`config.mk`:
```
export PLATFORM = sky130hd
export DESIGN_NAME = rr_mux_4_1
export DESIGN_NICKNAME = d
export VERILOG_FILES = /design/src/rtl/rr_mux_pkg.sv /design/src/rtl/rr_pick_4.sv /design/src/rtl/rr_mux_4_1.sv
export SDC_FILE = /design/constraint.sdc
export NUM_CORES = 1
export LEC_CHECK = 0
export BUFFER_PORTS_ARGS = -buffer_cell sky130_fd_sc_hd__buf_2
export CORE_MARGIN = 10
export CORE_UTILIZATION = 35
export CTS_CLUSTER_DIAMETER = 30
export DETAILED_ROUTE_END_ITERATION = 12
export GPL_ROUTABILITY_DRIVEN = 0
export GPL_TIMING_DRIVEN = 0
export SETUP_SLACK_MARGIN = 0.15
export SLEW_MARGIN = 15
export SYNTH_ARGS = -nofsm -noshare
export SYNTH_HDL_FRONTEND = slang
export SYNTH_SLANG_ARGS = --single-unit
export TNS_END_PERCENT = 1
```
`constraint.sdc`:
```
create_clock -name clk -period 1.7 [get_ports clk]
set_input_delay 0.34 -clock clk [delete_from_list [all_inputs] [get_ports clk]]
set_output_delay 0.34 -clock clk [all_outputs]
set_load 0.01 [all_outputs]
```
`src/rtl/rr_mux_pkg.sv`:
```
// Shared constants and types for the 4-channel round-robin mux.
package rr_mux_pkg;
  localparam int N_CH  = 4;
  localparam int IDX_W = 2;

  typedef logic [IDX_W-1:0] ch_idx_t;

  function automatic logic [N_CH-1:0] idx2oh(input ch_idx_t idx);
    idx2oh      = '0;
    idx2oh[idx] = 1'b1;
  endfunction
endpackage

```
`src/rtl/rr_pick_4.sv`:
```
// Combinational round-robin picker: first valid channel at or after ptr (mod 4).
module rr_pick_4
  import rr_mux_pkg::*;
(
  input  logic [N_CH-1:0] valid,
  input  ch_idx_t         ptr,
  output logic            grant_any,
  output ch_idx_t         grant_idx
);

  ch_idx_t cand;

  // Scan from the farthest offset down so the nearest valid channel wins last.
  always_comb begin
    grant_any = 1'b0;
    grant_idx = ptr;
    cand      = ptr;
    for (int k = N_CH-1; k >= 0; k--) begin
      cand = ptr + k[IDX_W-1:0];
      if (valid[cand]) begin
        grant_any = 1'b1;
        grant_idx = cand;
      end
    end
  end

endmodule

```
`src/rtl/rr_mux_4_1.sv`:
```
// 4:1 round-robin mux with a one-word registered output stage and transfer counter.
module rr_mux_4_1
  import rr_mux_pkg::*;
#(
  parameter int WIDTH = 4,
  parameter int CNT_W = 16
) (
  input  logic                 clk,
  input  logic                 rst_n,
  input  logic [4*WIDTH-1:0]   in_data,
  input  logic [3:0]           in_valid,
  output logic [3:0]           in_ready,
  output logic [WIDTH-1:0]     out_data,
  output logic [1:0]           out_sel,
  output logic                 out_valid,
  input  logic                 out_ready,
  output logic [CNT_W-1:0]     xfer_cnt
);

  ch_idx_t ptr;
  ch_idx_t grant_idx;
  logic    grant_any;
  logic    load_en;
  logic    take;

  rr_pick_4 u_pick (
    .valid     (in_valid),
    .ptr       (ptr),
    .grant_any (grant_any),
    .grant_idx (grant_idx)
  );

  assign load_en = !out_valid || out_ready;
  assign take    = grant_any && load_en;
  // Reset gating keeps every ready low while rst_n is held.
  assign in_ready = (take && rst_n) ? idx2oh(grant_idx) : 4'b0000;

  always_ff @(posedge clk or negedge rst_n) begin
    if (!rst_n) begin
      out_data  <= '0;
      out_sel   <= '0;
      out_valid <= 1'b0;
      ptr       <= '0;
      xfer_cnt  <= '0;
    end else if (load_en) begin
      if (grant_any) begin
        out_data  <= in_data[int'(grant_idx)*WIDTH +: WIDTH];
        out_sel   <= grant_idx;
        out_valid <= 1'b1;
        ptr       <= grant_idx + 1'b1;
        xfer_cnt  <= xfer_cnt + 1'b1;
      end else begin
        out_valid <= 1'b0;
      end
    end
  end

endmodule
```
==> results.py <==
metrics = {
    "drt": {
        "wire_per_inst_um": 15.2,
        "vias": 1207,
        "drt_iter0_markers": 29,
        "ant_nets": 0,
        "firstDrtPassIters": 4,
        "via_per_inst": 5.01,
        "drc": 0,
        "totalWireLength_um": 3670,
    },
    "sta": {
        "tightest_slew_ns": 0.622,
        "timing.final.ws_setup_ns": -0.350,
        "hold_viol": 0,
        "fin_tns_setup_ns": -1.58,
        "max-slew-margin-rel_pct": 58.5,
        "setup_violations": 5,
        "fin_skew_ns": 0.00615,
        "fmax_mhz": 488,
        "fin_crit_sh_pct": 121,
        "slew_violations": 0,
        "rsz0062_at_grt": "yes",
        "fin_crit_ns": 2.05,
    },
    "die": {
        "dieWidth_um": 81.0,
        "start_util_pct": 35.9,
        "row_count": 22,
        "io_pins": 50,
        "die_y_um": 81.0,
        "dieArea_sq_um": 6570,
        "core_area_sq_um": 3630,
    },
    "global_routing": {
        "grt_overflow": 0,
        "antenna_found_initial": 0,
        "grt_pass1_wl_um": 6030,
        "track_usage_pct": 11.4,
        "grt_max_degree": 27,
        "grt_pass1_vias": 1312,
    },
    "status": {
        "violations": "setup timing",
        "outcome": "finished with violations",
    },
    "synthesis": {
        "synth.area.top_cells": "dfrtp_1 48%, xnor2_1 6.7%, nand2_1 5.5%, mux2i_1 4.6%, xor2_1 4.0%",
        "syn_avg_cell_area_sq_um": 10.1,
        "synth_top_area_share_pct": 48.0,
        "synthCells": 129,
        "ys_seq_area_share_pct": 48.0,
        "synth_top_area_cell": "dfrtp_1",
        "synth-seq-cells": 25,
        "yosysWarnings": 0,
        "synth_fp_nets": 153,
        "netlist_area_sq_um": 1300,
        "ys_types": 35,
    },
    "clock_tree": {
        "cts_hold_buf": 0,
        "ctsLongestPathBuffers": 2,
        "clk_latency_ns": 0.28,
        "cts_made_buffers": 3,
        "clock_sinks": 25,
        "clk_pin_slew_ns": 0.09,
        "htree_levels": 1,
        "cts-root-buf": "clkbuf_8",
        "cts_tree": "built",
    },
    "cells_and_area": {
        "antenna_cells": 0,
        "drive_gt1_share_pct": 47.7,
        "areaGrowthSynthToFinish_pct": 42.5,
        "final_nets": 218,
        "num-fill-cells": 355,
        "fin_area_sq_um": 1860,
    },
    "worst_setup_path": {
        "cp-start-kind": "register",
        "cp-end-kind": "primary output",
        "reg2reg_depth": 10,
        "r2r_end": "out_data[0]",
        "crit_path_max_fanout": 4,
        "r2r_slack_ns": -0.28,
        "worstPathArrival_ns": 1.71,
        "critPathKind": "register to primary output",
        "regToRegStartpoint": "ptr[1]",
        "critPathRequiredTime_ns": 1.36,
    },
    "worst_hold_path": {
        "hold_class": "input port to async pin",
    },
    "placed_design": {
        "portBuffers": 49,
        "dpl.hpwl_um": 2680,
        "postPlaceCellArea_sq_um": 1640,
    },
    "pwr": {
        "leakagePower_nw": 0.928,
        "ir_drop_v": 0.000840,
        "p_per_area_nw_per_um2": 1190,
    },
    "job": {
        "maxCapViolCount": 0,
    },
}
==> worst max-delay path, cell delays in order (launching register included) <==
cell	delay [ns]
dfrtp_1	0.41
and2b_1	0.24
o41a_1	0.47
nor3b_2	0.17
buf_2	0.16
==> state kept, by name (all words and copies together), names as in the netlist <==
signal     count
out_valid      1
ptr            2
xfer_cnt      16
out_data       4
out_sel        2
==> cell type report <==
class,count,area (sq um),share of cell area [%]
Inverter,1,3.75,0.202
Multi-Input combinational cell,100,761,40.9
Tap cell,48,60.1,3.23
Timing Repair Buffer,60,328,17.6
Clock inverter,1,7.51,0.404
Buffer,3,30.0,1.62
Clock buffer,3,41.3,2.22
Sequential cell,25,627,33.7
==> layer usage <==
layer	up-vias	GRT usage (%)	routed length (um)
met4	0	1.73	8
met5	-	0	0
li1	584	-	-
met1	584	12.1	1430
met2	37	20.1	1880
met3	2	6.07	358
==> synth_stat cells <==
master	n
o41a_1	1
nand2_1	19
mux2_4	1
or2_2	1
and2b_1	1
nor4_1	1
a21o_1	1
and2_1	1
xnor2_1	10
mux2i_1	6
nand4_1	4
dfrtp_1	25
and3_1	2
nand2b_1	2
a311oi_1	2
nor2b_1	2
or4_4	1
buf_2	2
nor3_1	4
nor3b_1	2
o21bai_1	2
inv_1	1
o41ai_1	1
and2b_2	1
a2111oi_0	2
nor2_1	12
o21ai_0	3
and4_1	1
and3b_1	1
buf_4	1
a21boi_0	1
nand3_1	5
xor2_1	6
o221ai_1	3
ha_1	1
==> metrics by stage <==
| step | util, % | total power [W] | worst slack (ns) | cells | hold WS (ns) |
|---|---|---|---|---|---|
| after floorplan | - | 0.00136 | -0.0107 | 129 | 0.0444 |
| after global placement | 45.1 | 0.00164 | -0.389 | 226 | 0.376 |
| after detailed placement | 45.1 | 0.00167 | -0.496 | 226 | 0.390 |
| after CTS | 49.5 | 0.00217 | -0.360 | 239 | 0.0848 |
| after global routing | 51.1 | 0.00238 | -0.439 | 241 | 0.107 |
| final | 51.1 | 0.00222 | -0.350 | 241 | 0.0680 |
==> kinds of logic (layout without fill, tap and decap cells) <==
family	Yosys count	count (layout)	share of synthesized area, %
DFF	25	25	48.0
AOI/OAI and AO/OA	16	16	9.69
and+or+nand+nor	60	60	23.2
muxes	7	7	5.76
adders and majority gates	1	1	0.960
buffers and inverters	4	68	1.63
xor gates and xnor gates	16	16	10.7
==> where the power goes <==
group          switching [W]  total [W]  internal [W]
registers           0.000144   0.000890      0.000746
clock network       0.000197   0.000363      0.000166
logic               0.000490   0.000967      0.000477
total               0.000831    0.00222       0.00139
==> placed cells by master, fill, tap and decap left out, types with 2 or more instances in the layout <==
master,instances
buf_2,49
dfrtp_1,24
nand2_1,17
buf_4,12
nor2_1,11
xnor2_1,10
mux2i_1,6
xor2_1,6
nand4_1,4
o221ai_1,3
nand3_1,3
clkbuf_8,3
nor2b_2,2
o21ai_2,2
nand2b_1,2
buf_6,2
nand3_2,2
nor3b_2,2
nor3_2,2
a311oi_1,2
a2111oi_0,2
and3_1,2
==> worst max-delay path by stage <==
stage | from | to | slack [ns] | cells after the start
finish | ptr[0] | in_ready[2] | -0.35 | 4
global route | ptr[0] | in_ready[2] | -0.44 | 4
detailed placement | in_valid[3] | out_data[2] | -0.50 | 5
global placement | in_valid[3] | in_ready[0] | -0.39 | 7
floorplan | ptr[1] | out_data[1] | -0.01 | 4
CTS | ptr[1] | in_ready[2] | -0.36 | 4
==> what timing repair did <==
item | in CTS | in global routing
setup buffers | 9 | 2
gates resized for setup | 10 | 15
pin swaps | 7 | 8
gates cloned | 0 | 0
setup endpoints to repair | 13 | 15
No activity file was read; power rests on OpenSTA's default activity.
